===== src/rtl/spdif_rx.sv =====
// S/PDIF (IEC 60958) receiver on a free-running clock: biphase-mark decode, preamble order and parity checks, lock tracking.
// Latency: strobe (or parity error) is high 4 cycles after the line edge that terminates slot 31.
// Backpressure: none; the consumer must accept every one-cycle strobe.
module spdif_rx #(
    parameter int UI_CYCLES  = 8,
    parameter int LOCK_COUNT = 4
) (
    input  logic        clk_i,
    input  logic        rst_i,
    input  logic        spdif_i,
    output logic [23:0] sample_o,
    output logic        sample_valid_o,
    output logic        right_o,
    output logic        block_start_o,
    output logic        validity_o,
    output logic        user_o,
    output logic        cstat_o,
    output logic        parity_err_o,
    output logic        lock_o
);
    localparam int HALF = UI_CYCLES / 2;
    localparam int SAT  = 4 * UI_CYCLES;
    localparam int CW   = $clog2(SAT + 1);
    localparam int LW   = $clog2(LOCK_COUNT + 1);

    localparam logic [CW-1:0] SAT_C  = CW'(SAT);
    localparam logic [CW-1:0] T1_C   = CW'(UI_CYCLES + HALF);
    localparam logic [CW-1:0] T2_C   = CW'(2 * UI_CYCLES + HALF);
    localparam logic [CW-1:0] T3_C   = CW'(3 * UI_CYCLES + HALF);
    localparam logic [LW-1:0] LOCK_C = LW'(LOCK_COUNT);

    typedef enum logic [1:0] {CL_1, CL_2, CL_3, CL_LONG} cls_t;
    typedef enum logic [1:0] {ST_HUNT, ST_PRE, ST_DATA} state_t;

    logic          sync1_q, sync2_q, prev_q, edge_q;
    logic [CW-1:0] cnt_q, cnt_d;
    logic          to_fired_q, to_fired_d, timeout;

    state_t        state_q;
    logic [1:0]    pre_idx_q;
    cls_t          cls0_q, cls1_q;
    logic          is_w_q, is_b_q, seq_ok_q;
    logic          prev_vld_q, prev_w_q;
    logic          half_q;
    logic [4:0]    bit_idx_q;
    logic [26:0]   sr_q;
    logic          par_q;
    logic [LW-1:0] good_q;

    cls_t          cls;
    logic          pre_b, pre_m, pre_w, seq_bad;
    logic          dec_err, data_3ui, bit_vld, bit_val, par_next;
    logic [LW-1:0] good_inc;

    // Two-flop synchroniser followed by a registered any-polarity edge detector
    always_ff @(posedge clk_i or posedge rst_i) begin
        if (rst_i) begin
            sync1_q <= 1'b0;
            sync2_q <= 1'b0;
            prev_q  <= 1'b0;
            edge_q  <= 1'b0;
        end else begin
            sync1_q <= spdif_i;
            sync2_q <= sync1_q;
            prev_q  <= sync2_q;
            edge_q  <= sync2_q ^ prev_q;
        end
    end

    // Interval counter: reloads to 1 on an edge so its value at the next edge is the interval; timeout fires once on saturation
    always_comb begin
        cnt_d      = cnt_q;
        to_fired_d = to_fired_q;
        timeout    = 1'b0;
        if (edge_q) begin
            cnt_d      = CW'(1);
            to_fired_d = 1'b0;
        end else if (cnt_q != SAT_C) begin
            cnt_d = cnt_q + 1'b1;
        end else if (!to_fired_q) begin
            timeout    = 1'b1;
            to_fired_d = 1'b1;
        end
    end

    // Counter registers
    always_ff @(posedge clk_i or posedge rst_i) begin
        if (rst_i) begin
            cnt_q      <= '0;
            to_fired_q <= 1'b0;
        end else begin
            cnt_q      <= cnt_d;
            to_fired_q <= to_fired_d;
        end
    end

    // Interval classification, preamble matching and per-edge error decode
    always_comb begin
        if (cnt_q < T1_C)      cls = CL_1;
        else if (cnt_q < T2_C) cls = CL_2;
        else if (cnt_q < T3_C) cls = CL_3;
        else                   cls = CL_LONG;

        // Preamble intervals following the leading 3 UI pulse
        pre_b   = (cls0_q == CL_1) && (cls1_q == CL_1) && (cls == CL_3);
        pre_m   = (cls0_q == CL_3) && (cls1_q == CL_1) && (cls == CL_1);
        pre_w   = (cls0_q == CL_2) && (cls1_q == CL_1) && (cls == CL_2);
        seq_bad = prev_vld_q && (prev_w_q == pre_w);

        dec_err  = 1'b0;
        data_3ui = 1'b0;
        if (edge_q) begin
            if (state_q == ST_PRE) begin
                if (pre_idx_q == 2'd0 && cls != CL_3) dec_err = 1'b1;
                if (pre_idx_q == 2'd3 && !(pre_b || pre_m || pre_w)) dec_err = 1'b1;
            end else if (state_q == ST_DATA) begin
                if (cls == CL_LONG || (cls == CL_2 && half_q)) dec_err = 1'b1;
                if (cls == CL_3) data_3ui = 1'b1;
            end
        end

        bit_vld  = edge_q && (state_q == ST_DATA) &&
                   ((cls == CL_1 && half_q) || (cls == CL_2 && !half_q));
        bit_val  = (cls == CL_1);
        par_next = par_q ^ bit_val;
        good_inc = (good_q == LOCK_C) ? good_q : good_q + 1'b1;
    end

    // Framing FSM with registered outputs. pre_idx 0 waits for the leading 3 UI pulse
    // (entered after slot 31); HUNT and the in-data 3 UI case have already consumed it.
    always_ff @(posedge clk_i or posedge rst_i) begin
        if (rst_i) begin
            state_q        <= ST_HUNT;
            pre_idx_q      <= 2'd0;
            cls0_q         <= CL_1;
            cls1_q         <= CL_1;
            is_w_q         <= 1'b0;
            is_b_q         <= 1'b0;
            seq_ok_q       <= 1'b0;
            prev_vld_q     <= 1'b0;
            prev_w_q       <= 1'b0;
            half_q         <= 1'b0;
            bit_idx_q      <= 5'd0;
            sr_q           <= '0;
            par_q          <= 1'b0;
            good_q         <= '0;
            sample_o       <= '0;
            sample_valid_o <= 1'b0;
            right_o        <= 1'b0;
            block_start_o  <= 1'b0;
            validity_o     <= 1'b0;
            user_o         <= 1'b0;
            cstat_o        <= 1'b0;
            parity_err_o   <= 1'b0;
            lock_o         <= 1'b0;
        end else begin
            sample_valid_o <= 1'b0;
            parity_err_o   <= 1'b0;
            if (timeout || dec_err) begin
                state_q    <= ST_HUNT;
                prev_vld_q <= 1'b0;
                good_q     <= '0;
                lock_o     <= 1'b0;
            end else if (data_3ui) begin
                state_q    <= ST_PRE;
                pre_idx_q  <= 2'd1;
                prev_vld_q <= 1'b0;
                good_q     <= '0;
                lock_o     <= 1'b0;
            end else if (edge_q) begin
                case (state_q)
                    ST_HUNT: begin
                        if (cls == CL_3) begin
                            state_q   <= ST_PRE;
                            pre_idx_q <= 2'd1;
                        end
                    end
                    ST_PRE: begin
                        case (pre_idx_q)
                            2'd0: pre_idx_q <= 2'd1;
                            2'd1: begin
                                cls0_q    <= cls;
                                pre_idx_q <= 2'd2;
                            end
                            2'd2: begin
                                cls1_q    <= cls;
                                pre_idx_q <= 2'd3;
                            end
                            default: begin
                                is_w_q     <= pre_w;
                                is_b_q     <= pre_b;
                                seq_ok_q   <= !seq_bad;
                                prev_vld_q <= 1'b1;
                                prev_w_q   <= pre_w;
                                if (seq_bad) begin
                                    good_q <= '0;
                                    lock_o <= 1'b0;
                                end
                                sr_q      <= '0;
                                par_q     <= 1'b0;
                                half_q    <= 1'b0;
                                bit_idx_q <= 5'd4;
                                state_q   <= ST_DATA;
                            end
                        endcase
                    end
                    ST_DATA: begin
                        if (cls == CL_1 && !half_q) begin
                            half_q <= 1'b1;
                        end else if (bit_vld) begin
                            half_q <= 1'b0;
                            par_q  <= par_next;
                            if (bit_idx_q == 5'd31) begin
                                state_q   <= ST_PRE;
                                pre_idx_q <= 2'd0;
                                if (!par_next) begin
                                    sample_valid_o <= 1'b1;
                                    sample_o       <= sr_q[23:0];
                                    validity_o     <= sr_q[24];
                                    user_o         <= sr_q[25];
                                    cstat_o        <= sr_q[26];
                                    right_o        <= is_w_q;
                                    block_start_o  <= is_b_q;
                                    if (seq_ok_q) begin
                                        good_q <= good_inc;
                                        lock_o <= (good_inc == LOCK_C);
                                    end
                                end else begin
                                    parity_err_o <= 1'b1;
                                    good_q       <= '0;
                                    lock_o       <= 1'b0;
                                end
                            end else begin
                                sr_q      <= {bit_val, sr_q[26:1]};
                                bit_idx_q <= bit_idx_q + 1'b1;
                            end
                        end
                    end
                    default: state_q <= ST_HUNT;
                endcase
            end
        end
    end
endmodule

===== config.mk =====
export PLATFORM = sky130hd
export DESIGN_NAME = spdif_rx
export DESIGN_NICKNAME = d
export VERILOG_FILES = /design/src/rtl/spdif_rx.sv
export SDC_FILE = /design/constraint.sdc
export NUM_CORES = 1
export LEC_CHECK = 0
export ABC_AREA = 1
export BUFFER_PORTS_ARGS = -buffer_cell sky130_fd_sc_hd__buf_4
export CAP_MARGIN = 30
export CORE_AREA = 2 2 90 92
export CTS_BUF_LIST = sky130_fd_sc_hd__clkbuf_16
export DETAILED_ROUTE_END_ITERATION = 8
export DIE_AREA = 0 0 92 94
export PLACE_DENSITY = 0.79
export RECOVER_POWER = 100
export SYNTH_ARGS = -nofsm -noshare
export SYNTH_HDL_FRONTEND = slang
export SYNTH_SLANG_ARGS = --single-unit

===== constraint.sdc =====
create_clock -name clk_i -period 4.1 [get_ports clk_i]
set_clock_uncertainty 0.2 [all_clocks]
set_input_delay 0.82 -clock clk_i [delete_from_list [all_inputs] [get_ports clk_i]]
set_output_delay 0.82 -clock clk_i [all_outputs]
set_load 0.01 [all_outputs]

==> flow_summary.json, run 1 <==
{
  "die_height_um": 94,
  "yosysMostFrequentCell": "sky130_fd_sc_hd__nand2_1",
  "post-route-min-period_ns": 3.25,
  "synth_top_area_share_pct": 50.9,
  "sequentialPowerShare_pct": 41.9,
  "route.met3.wl_um": 365,
  "power.share.clock_pct": 33.4,
  "vias": 3541,
  "synth.largest_area_cell": "sky130_fd_sc_hd__dfrtp_1",
  "cp_num_cells": 11,
  "synth_top_flop_cell": "sky130_fd_sc_hd__dfrtp_1",
  "antenna_cells": 0,
  "antenna_violations_before_repair": 0,
  "p_sw_share_pct": 35.6,
  "avgSynthCellArea_um2": 8.33,
  "met2_length_um": 4130,
  "ys.warnings.count": 0,
  "vdd.ir_drop.worst_mv": 0.219,
  "power.density_nw_per_um2": 495,
  "cts_buffer_depth": 2,
  "worst-slew-pin-transition_ns": 1.92,
  "totalNegativeSetupSlack_ns": 0,
  "total_cts_buffers": 9,
  "hpwlAfterDp_um": 5910,
  "combinationalPowerShare_pct": 24.7,
  "syn2layout_area_growth_pct": 9.12,
  "grt_overflow": 0,
  "clock_insertion_delay_worst_skew_ns": 0.34,
  "nNetsFinal": 590,
  "timing.rr.start": "edge_q",
  "worst_ep_arrival_time_ns": 3.28,
  "post_route_cells_drive_above_1_share_pct": 7.63,
  "cts_hold_buffers": 0,
  "violated_checks": "max-capacitance violations, max-slew violations",
  "hold_start": "sync1_q",
  "synth_cells": 543,
  "cp.required_ns": 4.13,
  "power_report.internal_total_mw": 1.57,
  "fin_hold_ws_ns": 0.155,
  "total_grt_usage_pct": 22.1,
  "number_of_global_route_vias_before_repair": 3371,
  "fillCellCount": 649,
  "power.net_switching_mw": 0.869,
  "antenna_violating_nets_post_route": 0,
  "tritoncts": "done",
  "synth_area_um2": 4530,
  "critPathTopFamily": "simple AND/OR/NAND/NOR gates",
  "design.core.area_um2": 7610,
  "maxCapViolations": 1,
  "h-tree-depth": 3,
  "grt_first_pass_wirelength_um": 15200,
  "hold_path_end": "sync2_q",
  "worstPathCellList": "inv_1 > nand4_1 > nor2_1 > a31oi_2 > nand2_1 > nand2_4 > nand3_1 > buf_4 > inv_2 > nand2_1 > nand2_1",
  "timing.reg2reg.worst_path_depth": 11,
  "die_width_um": 92,
  "post_cts.resized_instances": 0,
  "r2r_end": "sample_o[6]",
  "die-area_um2": 8650,
  "post-route-drc-count": 0,
  "flop_and_latch_count_out_of_synthesis": 92,
  "cts_setup_buffers": 0,
  "final_hold_viol_count": 0,
  "post_synth_num_cell_types": 35,
  "fin_crit_sh_pct": 79.3,
  "std_cell_rows": 32,
  "edff_count_synth": 0,
  "status": "complete, but fails checks",
  "slew_violations": 46,
  "maxSlewHeadroom_pct": -28.5,
  "min_delay_path_depth": 0,
  "hold_path_class": "flop to flop",
  "maxClockFrequency_mhz": 307,
  "numPortBuffers": 34,
  "synth-async-reset-ratio_pct": 100,
  "sequential_cell_area_in_the_final_layout_um2": 2300,
  "r2r_slack_ns": 0.85,
  "first_iter_violations": 244,
  "critical-path-max-stage-delay_ns": 0.48,
  "io-pin-count": 35,
  "finish.utilization_pct": 64.9,
  "crit_slowest_cell": "sky130_fd_sc_hd__dfrtp_1",
  "routed_wire_length_per_instance_um": 12.9,
  "worst-setup-path-type": "flop to flop",
  "cts.root.buffer_cell": "sky130_fd_sc_hd__clkbuf_16",
  "path_clk_slew_ns": 0.07,
  "setup.worst_path.end_class": "flop",
  "highest_layer": "met4",
  "synth_nets": 561,
  "cp-start-kind": "flop",
  "cp.buffers_inverters": 3,
  "avgViaCountPerCell": 5.22,
  "gp_weighted_congestion": 0.900,
  "unrepaired_setup_endpoints_after_global_routing": "no",
  "synthTopCellsByArea": "sky130_fd_sc_hd__dfrtp_1, sky130_fd_sc_hd__nand2_1, sky130_fd_sc_hd__ha_1, sky130_fd_sc_hd__o21ai_1, sky130_fd_sc_hd__nor2_1",
  "drtPass1Iterations": 4,
  "leakage_nw": 2.45,
  "synth-seq-area-share_pct": 50.9,
  "total_power_mw": 2.44,
  "initial_util_pct": 59.5,
  "worstPathMaxFanout": 30,
  "multi_input_comb_area_um2": 1910,
  "crit_path_frequent_cell": "sky130_fd_sc_hd__nand2_1",
  "grt_start_max_net_pins": 65,
  "clock_sinks": 92,
  "ys_top_cells_by_count": "sky130_fd_sc_hd__nand2_1, sky130_fd_sc_hd__dfrtp_1, sky130_fd_sc_hd__o21ai_1, sky130_fd_sc_hd__nor2_1, sky130_fd_sc_hd__inv_1",
  "final-setup-viol-count": 0,
  "wl_met1_um": 4180,
  "wl_um": 8780
}
per-layer routing:
metal	track usage (%)	vias up
met5	0	-
met4	7.09	0
met3	4.25	12
met2	36.4	82
met1	29.9	1662
li1	-	1785
power by group through the flow:
| stage | Combinational, mW | Clock (mW) | Sequential, mW |
|---|---|---|---|
| finish | 0.604 | 0.816 | 1.02 |
| global route | 0.689 | 0.874 | 1.03 |
| CTS | 0.635 | 0.830 | 1.02 |
| detailed placement | 0.628 | 0 | 1.04 |
| global placement | 0.607 | 0 | 1.04 |
| floorplan | 0.555 | 0 | 1.03 |
worst reg2reg max path: stages (launching register included):
cell	delay [ns]
sky130_fd_sc_hd__dfrtp_1	0.48
sky130_fd_sc_hd__inv_1	0.36
sky130_fd_sc_hd__nand4_1	0.37
sky130_fd_sc_hd__nor2_1	0.25
sky130_fd_sc_hd__a31oi_2	0.06
sky130_fd_sc_hd__nand2_1	0.29
sky130_fd_sc_hd__nand2_4	0.20
sky130_fd_sc_hd__nand3_1	0.11
sky130_fd_sc_hd__buf_4	0.30
sky130_fd_sc_hd__inv_2	0.28
sky130_fd_sc_hd__nand2_1	0.17
sky130_fd_sc_hd__nand2_1	0.07
state kept, by name (all words and copies together) (netlist names), 2 cells and up:
register   flops
cnt_q          6
bit_idx_q      5
state_q        2
cls0_q         2
pre_idx_q      2
good_q         3
cls1_q         2
sr_q          27
sample_o      24
final cells by class:
cell class,instances,share of cell area [%]
flip-flops and latches,92,46.6
multi-input cells,394,38.6
clock buffers,9,4.56
repair buffers,38,3.27
inverters,37,2.84
well taps,102,2.58
clock inverters,7,1.52
layout by cell type, fill, tap and decap left out, drive strengths merged:
cell type	synthesis	layout
a31oi	4	4
nor4	2	2
a21oi	15	15
or2	3	3
ha	15	15
clkinv	0	3
o211ai	1	1
xor2	6	6
clkinvlp	0	2
o21ai	43	43
buf	14	3
nand4	13	13
dfrtp	92	92
nand3b	1	1
inv	37	39
nand2	229	229
nor3	4	4
clkbuf	6	44
nand3	20	20
nor2	38	38
stage by stage:
step	worst slack [ns]	area, um^2	instances
detailed placement	1.07	4800	663
CTS	1.01	5100	679
global placement	1.24	4800	663
global route	0.507	4940	679
floorplan	0.688	4530	543
finish	0.848	4940	679
logic make-up (layout without fill, tap and decap cells):
kind of cell,after synthesis,in the layout,share of synthesized area [%]
DFF,92,92,50.9
and+or+nand+nor,310,310,29.9
buffers and inverters,57,91,6.11
xor gates and xnor gates,6,6,1.33
AOI/OAI and AO/OA,63,63,7.69
adders and majority gates,15,15,4.15
how the worst max path moves through the flow:
stage,startpoint,end
2_1_floorplan,rst_i,bit_idx_q[0]
3_3_place_gp,state_q[1],sr_q[18]
3_5_place_dp,state_q[0],sr_q[2]
4_1_cts,state_q[0],sr_q[9]
5_1_grt,edge_q,sample_o[6]
6_report,edge_q,sample_o[6]
No activity file was read; power rests on OpenSTA's default activity.
==> run 2, diff against run 1 <==
==> constraint.sdc (replaced) <==
create_clock -name clk_i -period 3.1 [get_ports clk_i]
set_clock_uncertainty 0.2 [all_clocks]
set_input_delay 0.62 -clock clk_i [delete_from_list [all_inputs] [get_ports clk_i]]
set_output_delay 0.62 -clock clk_i [all_outputs]
set_load 0.01 [all_outputs]
==> run 2 against run 1 <==
Compared with the run above:
- non-clock buffer count up 3
- cell area increased by 1.1%
- first-iteration DRC count is 53% higher
- the flow now finishes without violations
- sequential share of layout area fell by 0.49 points
- cell count is 0.29% higher
- flip-flop and latch count unchanged
- fmax rose by 16%
- critical path depth fell by 1
- clock-buffer cell count did not move
- critical path type unchanged
==> flow_summary.json, run 2 (synthesized netlist as in run 1, its figures left out) <==
{
  "vdd.ir_drop.worst_mv": 0.381,
  "design.core.area_um2": 7610,
  "registers.top_by_ff_count": "sr_q",
  "wl_um": 9410,
  "cts_buffer_depth": 2,
  "setup_slack_ns": 0.286,
  "clock_insertion_delay_worst_skew_ns": 0.34,
  "total_grt_usage_pct": 23.9,
  "cts_setup_buffers": 0,
  "drtPass1Iterations": 5,
  "fin_crit_sh_pct": 90.8,
  "antenna_cells": 0,
  "post_route_cells_drive_above_1_share_pct": 8.64,
  "antenna_violating_nets_post_route": 0,
  "numPortBuffers": 34,
  "path_clk_slew_ns": 0.07,
  "number_of_global_route_vias_before_repair": 3572,
  "final-setup-viol-count": 0,
  "maxClockFrequency_mhz": 355,
  "power.density_nw_per_um2": 678,
  "io-pin-count": 35,
  "grt_start_max_net_pins": 65,
  "setup.worst_path.end_class": "flop",
  "grt_first_pass_wirelength_um": 16300,
  "worstPathMaxFanout": 64,
  "cts_hold_buffers": 0,
  "std_cell_rows": 32,
  "hpwlAfterDp_um": 5950,
  "antenna_violations_before_repair": 0,
  "unrepaired_setup_endpoints_after_global_routing": "no",
  "maxCapViolations": 0,
  "first_iter_violations": 374,
  "die-area_um2": 8650,
  "initial_util_pct": 59.5,
  "status": "complete, no violations",
  "cp.required_ns": 3.09,
  "hold_path_class": "flop to flop",
  "vias": 3603,
  "grt_overflow": 0,
  "post-route-min-period_ns": 2.81,
  "leakage_nw": 2.48,
  "h-tree-depth": 3,
  "tritoncts": "done",
  "largestRegisters": "sr_q: 27 flops, sample_o: 24 flops, cnt_q: 6 flops",
  "fin_hold_ws_ns": 0.154,
  "worst_ep_arrival_time_ns": 2.81,
  "slew_violations": 0,
  "maxSlewHeadroom_pct": 10.9,
  "layout_commonest_cell": "sky130_fd_sc_hd__nand2_1",
  "routed_wire_length_per_instance_um": 13.8,
  "placement.setup.worst_slack_ns": 0.454,
  "total_cts_buffers": 9,
  "clock_sinks": 92,
  "post_cts.resized_instances": 0,
  "r2r_slack_ns": 0.29,
  "avgViaCountPerCell": 5.29,
  "worst-slew-pin-transition_ns": 1.33,
  "totalNegativeSetupSlack_ns": 0,
  "die_height_um": 94,
  "final_hold_viol_count": 0,
  "nNetsFinal": 593,
  "syn2layout_area_growth_pct": 10.3,
  "mostFrequentLayoutCells": "sky130_fd_sc_hd__nand2_1, sky130_fd_sc_hd__dfrtp_1, sky130_fd_sc_hd__o21ai_0",
  "largest_reg_flops": 27,
  "gp_weighted_congestion": 0.974,
  "worst-setup-path-type": "flop to flop",
  "total_power_mw": 3.38,
  "cp-start-kind": "flop",
  "post-route-drc-count": 0,
  "cts.root.buffer_cell": "sky130_fd_sc_hd__clkbuf_16",
  "die_width_um": 92
}
## run 2: final cells by class
class,instances,area (um^2)
Fill cell,646,2620
Sequential cell,92,2300
Multi-Input combinational cell,394,1920
Clock buffer,9,225
Timing Repair Buffer,41,183
Inverter,37,140
Tap cell,102,128
Clock inverter,6,96.3
## run 2: metrics by stage
stage	instance area [um^2]	std cells	util [%]
finish	4990	681	65.6
detailed placement	4840	666	63.6
CTS	5160	681	67.8
global route	4990	681	65.6
floorplan	4530	543	-
global placement	4840	666	63.6
## run 2: layer usage
metal	vias to the layer above	global-route usage, %	part of all wire (%)
li1	1785	-	-
met1	1684	31.8	45
met4	0	10.6	1.8
met5	-	0	0
met2	117	39.3	48
met3	17	3.69	4.5
## run 2: final timing paths
check | to | startpoint | cells past startpoint
min in group asynchronous | sr_q[4] | rst_i | 2
hold / removal | sync2_q | sync1_q | 0
setup / recovery | sr_q[5] | state_q[1] | 10
max in group asynchronous | bit_idx_q[1] | rst_i | 3
setup reg to reg | sr_q[5] | state_q[1] | 10
hold reg to reg | sync2_q | sync1_q | 0
## run 2: critical path: stages, from the launching register on
cell and delay (ns):
sky130_fd_sc_hd__dfrtp_1 0.42, sky130_fd_sc_hd__inv_1 0.11, sky130_fd_sc_hd__ha_1 0.39, sky130_fd_sc_hd__nor2_1 0.17
sky130_fd_sc_hd__a31oi_2 0.28, sky130_fd_sc_hd__nand2_4 0.12, sky130_fd_sc_hd__nand2_4 0.18, sky130_fd_sc_hd__nand4_4 0.09
sky130_fd_sc_hd__clkbuf_4 0.40, sky130_fd_sc_hd__nand2_1 0.18, sky130_fd_sc_hd__o21ai_0 0.12
## run 2: power breakdown
part | switching [mW] | internal, mW | total (mW)
Combinational | 0.592 | 0.245 | 0.837
Sequential | 0.0739 | 1.28 | 1.35
Clock | 0.481 | 0.712 | 1.19
Total | 1.15 | 2.24 | 3.38
==> run 3, diff against run 2 <==
==> config.mk (replaced) <==
export PLATFORM = sky130hd
export DESIGN_NAME = spdif_rx
export DESIGN_NICKNAME = d
export VERILOG_FILES = /design/src/rtl/spdif_rx.sv
export SDC_FILE = /design/constraint.sdc
export NUM_CORES = 1
export LEC_CHECK = 0
export ABC_AREA = 1
export CAP_MARGIN = 30
export CORE_AREA = 2 2 63 125
export CTS_BUF_LIST = sky130_fd_sc_hd__clkbuf_16
export DETAILED_ROUTE_END_ITERATION = 8
export DIE_AREA = 0 0 65 127
export DONT_BUFFER_PORTS = 1
export HOLD_SLACK_MARGIN = 0.06
export PLACE_DENSITY = 0.78
export RECOVER_POWER = 100
export SYNTH_ARGS = -nofsm -noshare
export SYNTH_HDL_FRONTEND = slang
export SYNTH_SLANG_ARGS = --single-unit
==> run 3 against run 2 <==
Compared with the run above:
- register-to-register slack better by 0.12 ns
- sequential share of layout area is 1.6 points higher
- non-clock buffer count is 34 lower
- largest cell class unchanged
==> flow_summary.json, run 3 (synthesized netlist as in run 1, its figures left out) <==
{
  "maxCapViolations": 0,
  "sequential_cell_area_in_the_final_layout_um2": 2300,
  "total_grt_usage_pct": 24.5,
  "worst-slew-pin-transition_ns": 1.15,
  "gp_weighted_congestion": 0.941,
  "die_height_um": 127,
  "registers.top_by_ff_count": "sr_q",
  "worst_ep_arrival_time_ns": 2.73,
  "vias": 3454,
  "multi_input_comb_area_um2": 1910,
  "cp-start-kind": "flop",
  "fillCellCount": 607,
  "final_hold_viol_count": 0,
  "slew_violations": 0,
  "total_power_mw": 3.27,
  "timing.rr.start": "state_q[1]",
  "post_route_cells_drive_above_1_share_pct": 7.69,
  "detailed_place.area_um2": 4560,
  "setup.worst_path.end": "sr_q[15]",
  "wl_um": 9080,
  "post-route-min-period_ns": 2.69,
  "timing.reg2reg.worst_path_depth": 9,
  "combinationalPowerShare_pct": 25.6,
  "crit_start": "state_q[1]",
  "number_of_global_route_vias_before_repair": 3503,
  "fin_crit_sh_pct": 86.8,
  "antenna_violating_nets_post_route": 0,
  "unrepaired_setup_endpoints_after_global_routing": "no",
  "setup_slack_ns": 0.410,
  "maxSlewHeadroom_pct": 23.5,
  "final-setup-viol-count": 0,
  "io-pin-count": 35,
  "numPortBuffers": 0,
  "placement.setup.worst_slack_ns": 0.526,
  "largest_reg_flops": 27,
  "syn2layout_area_growth_pct": 6.58,
  "post-route-drc-count": 0,
  "drtPass1Iterations": 4,
  "hold_start": "spdif_i",
  "mostFrequentLayoutCells": "sky130_fd_sc_hd__nand2_1, sky130_fd_sc_hd__dfrtp_1, sky130_fd_sc_hd__o21ai_0",
  "largestRegisters": "sr_q: 27 flops, sample_o: 24 flops, cnt_q: 6 flops",
  "grt_start_max_net_pins": 65,
  "clock_sinks": 92,
  "maxClockFrequency_mhz": 372,
  "totalNegativeSetupSlack_ns": 0,
  "path_clk_slew_ns": 0.06,
  "cts_setup_buffers": 0,
  "p_sw_share_pct": 34.3,
  "cts.root.buffer_cell": "sky130_fd_sc_hd__clkbuf_16",
  "design.core.area_um2": 7210,
  "first_iter_violations": 284,
  "r2r_slack_ns": 0.41,
  "worst-setup-path-type": "flop to flop",
  "leakage_nw": 2.42,
  "sequentialPowerShare_pct": 41.6,
  "grt_first_pass_wirelength_um": 15600,
  "setup.worst_path.end_class": "flop",
  "grt_overflow": 0,
  "worstPathMaxFanout": 64,
  "post_cts.resized_instances": 0,
  "antenna_violations_before_repair": 0,
  "tritoncts": "done",
  "die_width_um": 65,
  "routed_wire_length_per_instance_um": 14.2,
  "vdd.ir_drop.worst_mv": 0.532,
  "status": "complete, no violations",
  "die-area_um2": 8260,
  "fin_hold_ws_ns": 0.104,
  "power.net_switching_mw": 1.12,
  "total_cts_buffers": 9,
  "power_report.internal_total_mw": 2.15,
  "std_cell_rows": 44,
  "power.density_nw_per_um2": 678,
  "h-tree-depth": 3,
  "layout_commonest_cell": "sky130_fd_sc_hd__nand2_1",
  "hpwlAfterDp_um": 6280,
  "nNetsFinal": 559,
  "hold_path_class": "primary input to flop",
  "clock_insertion_delay_worst_skew_ns": 0.34,
  "cp.required_ns": 3.14,
  "r2r_end": "sr_q[15]",
  "initial_util_pct": 62.8,
  "post-route-cell-area_um2": 4820,
  "power.share.clock_pct": 32.8,
  "cts_buffer_depth": 2,
  "avgViaCountPerCell": 5.41,
  "antenna_cells": 0
}
-- run 3: cell types whose count changed in the layout (fill, tap and decap cells not counted), sizes merged --
cell | before | now
clkbuf | 46 | 12
clkinv | 1 | 4
buf | 4 | 3
bufinv | 2 | 1
dlygate4sd3 | 0 | 1
inv | 38 | 37
-- run 3: worst min-delay path by stage --
| stage | endpoint | slack (ns) | cells past startpoint |
|---|---|---|---|
| floorplan | sync2_q | 0.13 | 0 |
| global placement | sync2_q | 0.14 | 0 |
| detailed placement | sync2_q | 0.14 | 0 |
| CTS | sync1_q | 0.1 | 0 |
| global route | sync1_q | 0.09 | 0 |
| finish | sync1_q | 0.10 | 0 |
-- run 3: routing by layer --
metal | vias up | track usage (%) | part of all wire, %
li1 | 1718 | - | -
met1 | 1613 | 26.0 | 38
met2 | 85 | 43.7 | 54
met3 | 38 | 4.40 | 2.7
met4 | 0 | 14.6 | 4.7
met5 | - | 0 | 0
-- run 3: power groups by stage --
stage	Sequential (mW)	Combinational, mW	Clock (mW)
after detailed placement	1.38	0.867	0
after CTS	1.36	0.872	1.09
after global routing	1.37	0.952	1.13
final	1.36	0.839	1.07
after global placement	1.37	0.837	0
after floorplan	1.36	0.735	0
-- run 3: repair_timing --
action                                 4_1_cts  5_1_grt
setup endpoints to repair                    0        0
hold buffers                                 1        0
endpoints found under the hold margin        8        0
-- run 3: cell type report --
cell class	count	area share, %
inverter	37	2.91
tap	92	2.39
clock buffer	9	4.67
timing repair buffer	7	1.25
clock inverter	7	1.37
sequential	92	47.7
multi-input combinational	394	39.7
-- run 3: metrics by stage --
stage / std cells / utilization, %
2_1_floorplan: 543 / -
6_report: 638 / 66.9
3_5_place_dp: 621 / 63.3
5_1_grt: 638 / 66.9
3_3_place_gp: 621 / 63.3
4_1_cts: 638 / 67.5
-- run 3: worst max-delay path, cell delays in order, from the launching register on --
cell and delay, ns:
sky130_fd_sc_hd__dfrtp_1 0.42, sky130_fd_sc_hd__inv_1 0.09, sky130_fd_sc_hd__ha_1 0.37, sky130_fd_sc_hd__nor2_1 0.13
sky130_fd_sc_hd__a31oi_1 0.29, sky130_fd_sc_hd__nand2_4 0.13, sky130_fd_sc_hd__nand2_4 0.17, sky130_fd_sc_hd__nand4_4 0.08
sky130_fd_sc_hd__clkbuf_4 0.39, sky130_fd_sc_hd__o21ai_0 0.31
